### config.mk
export PLATFORM = sky130hd
export DESIGN_NAME = seg_scan_ctrl
export DESIGN_NICKNAME = d
export VERILOG_FILES = /design/src/rtl/seg_scan_ctrl.sv
export SDC_FILE = /design/constraint.sdc
export NUM_CORES = 1
export LEC_CHECK = 0
export CELL_PAD_IN_SITES_DETAIL_PLACEMENT = 2
export CELL_PAD_IN_SITES_GLOBAL_PLACEMENT = 2
export CORE_ASPECT_RATIO = 0.5
export CORE_UTILIZATION = 38
export DETAILED_ROUTE_END_ITERATION = 10
export PLACE_DENSITY = 0.86
export SLEW_MARGIN = 30
export SYNTH_ARGS = -nofsm -noshare
export SYNTH_HDL_FRONTEND = slang
export SYNTH_SLANG_ARGS = --single-unit
### constraint.sdc
create_clock -name sys_clk -period 5.37 [get_ports sys_clk]
set_input_delay 1.074 -clock sys_clk [delete_from_list [all_inputs] [get_ports sys_clk]]
set_output_delay 1.074 -clock sys_clk [all_outputs]
set_load 0.02 [all_outputs]
### src/rtl/seg_scan_ctrl.sv
`default_nettype none
// ============================================================================
// Module   : seg_scan_ctrl
// Brief    : Multiplexed 7-seg+dp scanner, double-buffered data, PWM
//            brightness. Define SEG_LZ_BLANK_EN for leading-zero blanking.
// Revision : 1.0 - initial release
// ============================================================================
module seg_scan_ctrl #(
  parameter int CLK_FREQ  = 50_000_000,
  parameter int SCAN_FREQ = 1000,
  parameter int DIGITS    = 8,
  parameter int BRIGHT_W  = 4
) (
  input  logic                  sys_clk,
  input  logic                  sys_rst_n,
  input  logic [4*DIGITS-1:0]   seg_val,
  input  logic [DIGITS-1:0]     seg_en,
  input  logic [DIGITS-1:0]     seg_dp,
  input  logic [BRIGHT_W-1:0]   bright,
  input  logic                  upd,
  output logic [7:0]            seg_val_out,
  output logic [DIGITS-1:0]     seg_sel_out,
  output logic                  frame_done
);

  localparam int c_PERIOD = CLK_FREQ / SCAN_FREQ;
  localparam int c_PW     = (c_PERIOD > 1) ? $clog2(c_PERIOD) : 1;
  localparam int c_IW     = (DIGITS > 1) ? $clog2(DIGITS) : 1;
  localparam int c_PERW   = (c_PERIOD > 0) ? $clog2(c_PERIOD + 1) : 1;
  localparam int c_PROD_W = BRIGHT_W + 1 + c_PERW;

  generate
    if (DIGITS < 1 || DIGITS > 16 || c_PERIOD < (2 ** BRIGHT_W)) begin : g_bad_cfg
      $error("seg_scan_ctrl: illegal DIGITS / PERIOD / BRIGHT_W configuration");
    end
  endgenerate

  logic [c_PW-1:0]       r_presc;
  logic [c_IW-1:0]       r_idx;
  logic                  r_frame_done;
  logic [4*DIGITS-1:0]   r_shd_val, r_act_val;
  logic [DIGITS-1:0]     r_shd_en,  r_act_en;
  logic [DIGITS-1:0]     r_shd_dp,  r_act_dp;
  logic [BRIGHT_W-1:0]   r_shd_bright, r_act_bright;
  logic [7:0]            r_seg_val;
  logic [DIGITS-1:0]     r_seg_sel;

  logic                  w_tick, w_wrap;
  logic [3:0]            w_nib;
  logic                  w_en, w_dp, w_lz_blank;
  logic [7:0]            w_dec, w_seg_nxt;
  logic [DIGITS-1:0]     w_sel_nxt;
  logic [c_PROD_W-1:0]   w_thresh;

  assign w_tick = (r_presc == c_PW'(c_PERIOD - 1));
  assign w_wrap = w_tick && (r_idx == c_IW'(DIGITS - 1));

  always_ff @(posedge sys_clk or negedge sys_rst_n) begin
    if (!sys_rst_n) begin
      r_presc      <= '0;
      r_idx        <= '0;
      r_frame_done <= 1'b0;
      r_shd_val    <= '0;
      r_shd_en     <= '0;
      r_shd_dp     <= '0;
      r_shd_bright <= '0;
      r_act_val    <= '0;
      r_act_en     <= '0;
      r_act_dp     <= '0;
      r_act_bright <= '0;
      r_seg_val    <= 8'hFF;
      r_seg_sel    <= '1;
    end else begin
      r_presc <= w_tick ? '0 : r_presc + c_PW'(1);
      if (w_wrap)
        r_idx <= '0;
      else if (w_tick)
        r_idx <= r_idx + c_IW'(1);
      r_frame_done <= w_wrap;
      if (upd) begin
        r_shd_val    <= seg_val;
        r_shd_en     <= seg_en;
        r_shd_dp     <= seg_dp;
        r_shd_bright <= bright;
      end
      // Active bank takes the pre-edge shadow, so a coincident upd lands a frame later.
      if (w_wrap) begin
        r_act_val    <= r_shd_val;
        r_act_en     <= r_shd_en;
        r_act_dp     <= r_shd_dp;
        r_act_bright <= r_shd_bright;
      end
      r_seg_val <= w_seg_nxt;
      r_seg_sel <= w_sel_nxt;
    end
  end

  assign w_nib = r_act_val[{r_idx, 2'b00} +: 4];
  assign w_en  = r_act_en[r_idx];
  assign w_dp  = r_act_dp[r_idx];

`ifdef SEG_LZ_BLANK_EN
  // Bit k is set while every digit from the top down to k is a dp-less zero.
  logic [DIGITS:0] w_lz_run;
  assign w_lz_run[DIGITS] = 1'b1;
  assign w_lz_run[0]      = 1'b0;
  genvar k;
  generate
    for (k = 1; k < DIGITS; k++) begin : g_lz
      assign w_lz_run[k] = w_lz_run[k+1] & (r_act_val[4*k +: 4] == 4'h0) & ~r_act_dp[k];
    end
  endgenerate
  assign w_lz_blank = w_lz_run[r_idx];
`else
  assign w_lz_blank = 1'b0;
`endif

  always_comb begin
    w_dec = 8'hFF;
    case (w_nib)
      4'h0: w_dec = 8'hC0;
      4'h1: w_dec = 8'hF9;
      4'h2: w_dec = 8'hA4;
      4'h3: w_dec = 8'hB0;
      4'h4: w_dec = 8'h99;
      4'h5: w_dec = 8'h92;
      4'h6: w_dec = 8'h82;
      4'h7: w_dec = 8'hF8;
      4'h8: w_dec = 8'h80;
      4'h9: w_dec = 8'h90;
      4'hA: w_dec = 8'h88;
      4'hB: w_dec = 8'h83;
      4'hC: w_dec = 8'hA7;
      4'hD: w_dec = 8'hA1;
      4'hE: w_dec = 8'h84;
      4'hF: w_dec = 8'h8E;
      default: w_dec = 8'hFF;
    endcase
  end

  assign w_seg_nxt = (!w_en || w_lz_blank) ? 8'hFF : {~w_dp, w_dec[6:0]};

  // On-time threshold: ((bright+1)*PERIOD) >> BRIGHT_W at full product width.
  assign w_thresh = ((c_PROD_W'(r_act_bright) + c_PROD_W'(1)) * c_PROD_W'(c_PERIOD)) >> BRIGHT_W;

  always_comb begin
    w_sel_nxt = '1;
    if (c_PROD_W'(r_presc) < w_thresh)
      w_sel_nxt[r_idx] = 1'b0;
  end

  assign seg_val_out = r_seg_val;
  assign seg_sel_out = r_seg_sel;
  assign frame_done  = r_frame_done;

endmodule
`default_nettype wire

[After elaboration in Yosys (flattened, before gate mapping)]
Memories as Yosys holds them, arrays and structs flattened.
Cells that the tools add are included.
Storage, ports and cells
  register bits after elaboration: 140
  memory bits (read-only): 112
  input bits: 55
  output and inout port bits: 17
  logic and storage cells: 40
  memories: 1
Operators by class
  add/subtract/negate cells: 3
  $mul: 1
  magnitude comparators: 3
  eq/ne operators: 2
  shift operators: 1
  mux-type cells: 11
  bitwise gates (word level): 2
  reduce and logical (&&, ||, !) cells: 3
Memories
  (name not given): depth 16, width 7, rd ports 1, clocked after Yosys merged registers in 0, write ports 0, RTL line 120  | case (w_nib)
Operator list (number)
  32-bit by 6-bit indexed part select with 4-bit output: 1
  16-bit by 17-bit less-than comparator with 1-bit output: 1
  5-bit by 12-bit multiplier with 17-bit output, second input constant: 1
  16-bit by 1-bit adder with 16-bit output, second input constant: 1
  16-bit equality test, second input constant: 1
  16-bit 2-to-1 mux: 1
  8-bit 2-to-1 mux: 2
  8-bit inverter: 1
  1-bit binary-select mux with 3-bit select: 2
  3-bit 2-to-1 mux: 2
  4-bit by 1-bit adder with 5-bit output, second input constant: 1
  3-bit by 4-bit less-than comparator with 1-bit output, second input constant: 1
  3-bit by 1-bit adder with 3-bit output, second input constant: 1
  1-bit demux with 3-bit select: 1
  3-bit equality test, second input constant: 1
  3-bit by 1-bit greater-or-equal comparator with 1-bit output, second input constant: 1
  1-bit 2-to-1 mux: 3
  1-bit logical AND: 2
  2-bit nonzero test: 1
  1-bit inverter: 1

[Depth between registers and ports, before layout]
Gate-level depths: netlist of run 1.
  depth in word-level cells: 6
  mapped depth: 20
  depth with buffers taken out: 20

[Least setup slack after synthesis of run 1]
OpenSTA, ideal clock, no wires.
  path type: flip-flop to flip-flop
  start: reg r_act_bright[0]
  end: reg r_seg_sel[7], in the netlist seg_sel_out[7]
  setup time: 0.085 ns
  arrival time: 4.620 ns
  data required time: 5.285 ns
  slack: 0.665 ns
  cell stages (with the launch flop): 21
  buffers on the path: 0
  period minus slack after synthesis: 4.705 ns
  path through: dfrtp_1 -> ha_1 -> xor2_1 -> ha_1 -> xnor2_1 -> ha_1 -> ha_1 -> ha_1 -> a21o_2 -> a21oi_1 -> o21ai_0 -> nor2_1 -> o21ai_0 -> xnor2_1 -> ha_1 -> nand4_1 -> or4_1 -> a21oi_1 -> a2111oi_0 -> o21a_1 -> o2111ai_1
Between the ends
  word-level cells in the longest chain between the ends: 4
Ends and longest elaborated chain
  start, declared: RTL line 44  | logic [BRIGHT_W-1:0] r_shd_bright, r_act_bright;
  start signal, assigned: RTL line 91  | r_act_bright <= r_shd_bright;
  4-bit by 1-bit adder with 5-bit output: RTL line 144  | assign w_thresh = ((c_PROD_W'(r_act_bright) + c_PROD_W'(1)) * c_PROD_W'(c_PERIOD)) >> BRIGHT_W;
  5-bit by 12-bit multiplier with 17-bit output: RTL line 144
  16-bit by 17-bit less-than comparator with 1-bit output: RTL line 148  | if (c_PROD_W'(r_presc) < w_thresh)
  8-bit 2-to-1 mux: RTL line 148
  named net w_sel_nxt[7]: RTL line 52  | logic [DIGITS-1:0] w_sel_nxt;
  end signal, assigned: RTL line 94  | r_seg_sel <= w_sel_nxt;
  end, declared: RTL line 46  | logic [DIGITS-1:0] r_seg_sel;
The timed path passes the listed nets, and every way through them passes these cells.
A chain may end at the register's enable or synchronous reset.

[Final worst setup path of run 1]
  start: reg r_act_bright[0]
  end: reg r_seg_sel[2], in the netlist seg_sel_out[2]
Same word-level chain as after synthesis.

==> results of run 1 <==
stage by stage:
step	std cells	hold WS (ps)	worst slack, ps	setup TNS (ps)
after floorplan	668	435	665	0
after global placement	976	453	515	0
after detailed placement	976	457	54.1	0
after CTS	1008	475	65.7	0
after global routing	1014	505	-71.5	-413
final	1014	472	152	0
kinds of logic after synthesis:
group / synth area share, %
adder cells (fa/ha/maj): 10.1
XOR/XNOR: 3.67
multiplexers: 11.3
AO/OA/AOI/OAI: 7.03
flip-flops: 49.2
buffers and inverters: 3.13
AND/OR/NAND/NOR: 15.6
area by class of cell:
class,instances,share of cell area [%]
clock buffers,19,5.18
clock inverters,13,1.50
inverters,19,0.830
multi-input cells,481,39.3
flip-flops and latches,140,40.3
well taps,259,3.71
repair buffers,83,9.17
cells in the mapped netlist, drive strengths merged, types with 2 or more instances:
| cell type | number | share of area, % |
|---|---|---|
| nor2 | 21 | 1.1 |
| mux4 | 3 | 0.94 |
| a221oi | 4 | 0.58 |
| dfstp | 16 | 5.9 |
| and2b | 2 | 0.21 |
| mux2 | 58 | 9.1 |
| nor4bb | 2 | 0.28 |
| a22oi | 3 | 0.31 |
| nand3 | 11 | 0.77 |
| buf | 14 | 1.4 |
| inv | 19 | 1.0 |
| clkbuf | 14 | 0.75 |
| or3 | 2 | 0.17 |
| o211ai | 8 | 0.84 |
| nand3b | 2 | 0.21 |
| mux2i | 9 | 1.3 |
| nand2 | 183 | 9.6 |
| nor3b | 4 | 0.42 |
| nor2b | 4 | 0.35 |
| o21ai | 14 | 0.98 |
| ha | 56 | 9.8 |
| nor3 | 3 | 0.21 |
| dfrtp | 124 | 43 |
| xnor2 | 18 | 2.2 |
| and3 | 6 | 0.52 |
| and2 | 2 | 0.17 |
| nand4 | 6 | 0.52 |
| o2111ai | 3 | 0.45 |
| a21o | 7 | 0.75 |
| nand2b | 2 | 0.17 |
| o21a | 3 | 0.31 |
| a21oi | 11 | 0.77 |
| and3b | 3 | 0.38 |
| and4 | 2 | 0.24 |
| o221ai | 4 | 0.58 |
| xor2 | 12 | 1.5 |
power by group through the flow:
stage	clock (mW)	combinational [mW]	sequential (mW)
2_1_floorplan	0	0.0477	1.13
3_3_place_gp	0	0.112	1.13
3_5_place_dp	0	0.117	1.14
4_1_cts	1.21	0.119	1.12
5_1_grt	1.24	0.127	1.12
6_report	1.19	0.115	1.12
layout by cell type, fill, tap and decap left out, types with 5 or more instances in the layout:
cell type and n:
clkbuf_16 17, o211ai_1 8, xnor2_1 18, o21ai_0 13
buf_4 13, xor2_1 11, nor2_1 21, mux2_2 58
and3_1 5, inv_1 18, a21oi_1 10, dfrtp_1 123
clkinv_4 5, nand3_1 11, nand4_1 6, nand2_1 183
mux2i_1 9, clkdlybuf4s50_1 69, a21o_1 6, ha_1 55
dfstp_2 16
what timing repair did:
| item | 4_1_cts | 5_1_grt |
|---|---|---|
| setup endpoints to repair | 8 | 8 |
| gates resized for setup | 4 | 3 |
| gates cloned | 0 | 0 |
| setup buffers | 0 | 6 |
| pin swaps | 0 | 3 |
worst max path at each step:
stage                                      startpoint                       end  depth (start not counted)
after floorplan           r_act_bright[0]$_DFFE_PN0P_  seg_sel_out[7]$_DFF_PN1_                         20
after detailed placement  r_act_bright[0]$_DFFE_PN0P_  seg_sel_out[7]$_DFF_PN1_                         20
after global placement    r_act_bright[0]$_DFFE_PN0P_  seg_sel_out[7]$_DFF_PN1_                         20
after CTS                 r_act_bright[0]$_DFFE_PN0P_  seg_sel_out[1]$_DFF_PN1_                         20
after global routing      r_act_bright[0]$_DFFE_PN0P_  seg_sel_out[1]$_DFF_PN1_                         20
final                     r_act_bright[0]$_DFFE_PN0P_  seg_sel_out[2]$_DFF_PN1_                         20
worst reg2reg max path, delay by kind of cell (launching register included):
kind / cells / cell delay, ps
AND/OR/NAND/NOR: 4 / 1080
flip-flops: 1 / 450
adder cells (fa/ha/maj): 6 / 1770
XOR/XNOR: 2 / 330
AO/OA/AOI/OAI: 8 / 1480
routing by layer:
metal	vias up	share of wire (%)
li1	2432	-
met5	-	0
met1	2842	42
met4	0	2.7
met3	47	2.4
met2	93	53
==> impl_metrics.toml, run 1 <==
[timing]
period_minus_slack_ps = 5220
setup_viol = 0
fin_skew_ps = 10.2
worstMarginPinSlew_ps = 826
drv_slew = 0
period_share_pct = 97.2
max_freq_mhz = 192
hold_viol_final = 0
max_slew_margin_pct = 44.9

[power_and_ir_drop]
p_int_mw = 1.84
seqPwrFrac_pct = 46.2
peakVddDrop_uv = 152
clockPowerShare_pct = 49.0
power_mw = 2.42
p_comb_share_pct = 4.8
p_leak_nw = 4.13
switching_share_pct = 24.1
switching_power_mw = 0.584
power_density_nw_per_um2 = 277

[synth]
synth_edf_count = 0
yosysWarnings = 0
synth-async-reset-ratio_pct = 100
syn_inst = 668
synth_flop_cell = "dfrtp_1"
ys_seq_area_share_pct = 49.2
synth.avg_cell_area_um2 = 10.7
synth_nets = 780
synth_cell_types = 58
syn-cell-area_um2 = 7160
synth-seq-cells = 140

[grt]
gr-usage-met2_pct = 46.7
grt.overflow.total = 0
grt_use_total_pct = 25.4
grt_first_pass_wirelength_um = 36900
grt_pass1_vias = 6274
grtUsageMet3_pct = 4.18
grt_max_degree = 102
busiest_layer = "met2"
antenna_found_initial = 0
gr-usage-met1_pct = 30.1

[floorplan]
start_util_pct = 38.8
core_area_um2 = 18400
die_h_um = 99.1
rows = 35
die_x_um = 196
die_area_um2 = 19400
num_io_pins = 72

[finish]
reg_top3 = "r_act_val (32), r_shd_val (32), r_presc (16)"
postLayoutCoreUtil_pct = 47.4
drive_gt1_share_pct = 18.4
num_antenna_cells = 0
regArea_um2 = 3520
layout.nets = 854
syn2layout_area_growth_pct = 22.1
design_area_um2 = 8740
nFillCells = 1866
multi_input_area_um2 = 3430

[worst_setup_path]
worst-path-buf-inv = 0
path_class = "reg2reg"
r2r_cells = 20
cp_slowest_cell = "or4_1"
critPathTopFamily = "adder cells"
end_kind = "flop"
cp_max_fo = 8
reg2reg_slack_ps = 150
startpoint_type = "flop"
reg2reg_from = "r_act_bright[0]$_DFFE_PN0P_"
max_stage_delay_ps = 550
path_cells = "ha_1 -> and3_2 -> ha_2 -> xnor2_1 -> ha_1 -> ha_1 -> ha_1 -> a21o_2 -> a21oi_2 -> o21ai_0 -> nor2_1 -> o21ai_0 -> xnor2_1 -> ha_1 -> nand4_1 -> or4_1 -> a21oi_1 -> a2111oi_0 -> o21a_2 -> o21ai_1"
crit_required_ps = 5700
arrival_ps = 5550
r2r-end = "seg_sel_out[2]$_DFF_PN1_"
cpMostUsedCell = "ha_1"

[clock_tree]
numCtsBuffers = 17
clock_path_buffers = 2
clock_latency_ps = 430
cts-htree-levels = 4
clkTransAtPathRegs_ps = 70
hold_buffers = 0
cts_tree = "yes"
cts_root_buf = "clkbuf_16"
cts.sinks = 140

[hold_path]
hold_depth = 2
hold_end = "r_act_val[21]$_DFFE_PN0P_"
min_from = "r_shd_val[21]$_DFFE_PN0P_"
hp-class = "reg2reg"

[detailed_routing]
firstDrtPassIters = 4
drc_errors = 0
routed_wl_um = 23200
drt.antenna.violating_nets = 0
via_count = 5414
avgViaCountPerCell = 5.34
wire_per_inst_um = 22.9
drt-initial-drc-count = 283

[placed_design]
gp_congestion = 0.825
hpwl_um = 13800
placed_area_um2 = 8090
port_buffers = 71

[job]
drv_cap = 0

[status]
outcome = "complete, no violations"
(Power assumes the default switching activity.)
==> inputs of run 2 (changes only) <==
--- a/config.mk
+++ b/config.mk
@@ -5,12 +5,13 @@
 export SDC_FILE = /design/constraint.sdc
 export NUM_CORES = 1
 export LEC_CHECK = 0
-export CELL_PAD_IN_SITES_DETAIL_PLACEMENT = 2
+export CELL_PAD_IN_SITES_DETAIL_PLACEMENT = 1
 export CELL_PAD_IN_SITES_GLOBAL_PLACEMENT = 2
 export CORE_ASPECT_RATIO = 0.5
 export CORE_UTILIZATION = 38
 export DETAILED_ROUTE_END_ITERATION = 10
 export PLACE_DENSITY = 0.86
+export SKIP_CTS_REPAIR_TIMING = 1
 export SLEW_MARGIN = 30
 export SYNTH_ARGS = -nofsm -noshare
 export SYNTH_HDL_FRONTEND = slang
==> run 2 against run 1 <==
First-iteration DRC count fell by 17%; global-route usage fell by 5.9 points; cell count fell by 0.69%; largest cell class unchanged; final area rose by 0.19%; core utilization rose by 0.088 points; sequential cell count did not move; fmax rose by 3.8%; highest routed layer unchanged; sequential power barely moved; routed wire length fell by 27%; sequential share of layout area fell by 0.075 points; critical endpoint is now seg_sel_out[7]$_DFF_PN1_.
==> impl_metrics.toml, run 2 (same netlist as run 1, synthesis figures left out) <==
[grt]
grt_pass1_vias = 5712
grt_use_total_pct = 19.6
antenna_found_initial = 0
grt.overflow.total = 0
grt_max_degree = 102
grt_first_pass_wirelength_um = 29800

[floorplan]
die_x_um = 196
die_h_um = 99.1
core_area_um2 = 18400
num_io_pins = 72
rows = 35
die_area_um2 = 19400
start_util_pct = 38.8

[placed_design]
placed_area_um2 = 8090
hpwl_um = 11700
gp_congestion = 0.825
port_buffers = 71
place_ws_ps = 203

[clock_tree]
numCtsBuffers = 17
cts_tree = "yes"
clock_latency_ps = 420
clock_path_buffers = 2
cts.sinks = 140
cts_root_buf = "clkbuf_16"
clkTransAtPathRegs_ps = 60
cts-htree-levels = 4

[finish]
most-common-layout-cells = "nand2_1 (183), dfrtp_1 (123), clkdlybuf4s50_1 (69)"
layout.nets = 848
drive_gt1_share_pct = 17.1
syn2layout_area_growth_pct = 22.3
final_common_cell = "nand2_1"
reg_top3 = "r_act_val (32), r_shd_val (32), r_presc (16)"
num_antenna_cells = 0
multi_input_area_um2 = 3420
design_area_um2 = 8760
nFillCells = 2019
regArea_um2 = 3520

[timing]
period_minus_slack_ps = 5020
fin_skew_ps = 12.1
max_slew_margin_pct = 41.7
setup_viol = 0
worstMarginPinSlew_ps = 874
fin_ws_ps = 345
rsz0062_at_grt = "no"
hold_viol_final = 0
drv_slew = 0
period_share_pct = 93.6
max_freq_mhz = 199
tns_ps = 0

[job]
drv_cap = 0

[worst_setup_path]
arrival_ps = 5340
cp_slowest_cell = "fa_1"
cpMostUsedCell = "ha_1"
cp_max_fo = 8
path_class = "reg2reg"
crit_required_ps = 5690
max_stage_delay_ps = 540
end_kind = "flop"
path_cells = "ha_1 -> xor2_1 -> buf_4 -> ha_1 -> inv_1 -> fa_1 -> inv_1 -> ha_1 -> a21o_2 -> a21oi_2 -> o21ai_0 -> nor2_1 -> o21ai_0 -> xnor2_1 -> ha_1 -> nand4_1 -> or4_1 -> a21oi_1 -> a2111oi_0 -> o21a_2 -> o2111ai_1"
startpoint_type = "flop"

[detailed_routing]
via_count = 5056
firstDrtPassIters = 5
drc_errors = 0
avgViaCountPerCell = 5.02
drt.antenna.violating_nets = 0
routed_wl_um = 17000
wire_per_inst_um = 16.9
drt-initial-drc-count = 236

[hold_path]
hp-class = "reg2reg"

[power_and_ir_drop]
p_leak_nw = 4.15
power_density_nw_per_um2 = 290
peakVddDrop_uv = 176
power_mw = 2.54

[status]
outcome = "complete, no violations"
## run 2: cell count changes in the layout (fill, tap and decap cells not counted), sizes merged
cell      before  now
buf           13    7
bufinv         1    5
clkbuf        20   22
clkinv         6    5
clkinvlp       3    0
inv           22   19
## run 2: power by group
| group | total (mW) | internal [mW] | switching (mW) |
|---|---|---|---|
| Combinational | 0.113 | 0.0695 | 0.0430 |
| Clock | 1.31 | 0.861 | 0.452 |
| Sequential | 1.12 | 1.10 | 0.0212 |
| Total | 2.54 | 2.03 | 0.517 |
## run 2: layout make-up
class	instances	area share [%]
sequential	140	40.2
multi-input combinational	481	39.1
timing repair buffer	77	8.64
clock buffer	21	5.37
tap	259	3.70
clock inverter	10	2.13
inverter	19	0.829
## run 2: worst max-delay path, delay by kind of cell (launching register included)
family / cells / cell delay (ps)
AND/OR/NAND/NOR: 3 / 790
adder cells (fa/ha/maj): 5 / 1620
AO/OA/AOI/OAI: 8 / 1410
XOR/XNOR: 2 / 340
buffers and inverters: 3 / 290
flip-flops: 1 / 480
## run 2: final timing paths
path	start	end	slack [ps]	cells after the start
worst max-delay path	r_act_bright[0]$_DFFE_PN0P_	seg_sel_out[7]$_DFF_PN1_	350	21
worst min-delay path	r_shd_val[3]$_DFFE_PN0P_	r_act_val[3]$_DFFE_PN0P_	470	2
worst max register to register	r_act_bright[0]$_DFFE_PN0P_	seg_sel_out[7]$_DFF_PN1_	350	21
worst min register to register	r_shd_val[3]$_DFFE_PN0P_	r_act_val[3]$_DFFE_PN0P_	470	2
max in group asynchronous	sys_rst_n	seg_val_out[7]$_DFF_PN1_	3570	2
min in group asynchronous	sys_rst_n	r_presc[13]$_DFF_PN0_	730	1
## run 2: routing by layer
metal	up-vias	GRT usage [%]	wire, um
met5	-	0	0
met4	0	6.85	235
met3	21	2.67	360
met2	55	33.9	8510
met1	2562	25.3	7940
li1	2418	-	-
## run 2: per-stage QoR
step	util, %	hold slack [ps]	cells
floorplan	-	435	668
global placement	43.8	453	976
detailed placement	43.9	459	976
CTS	47.4	471	1007
global route	47.5	493	1007
finish	47.5	467	1007
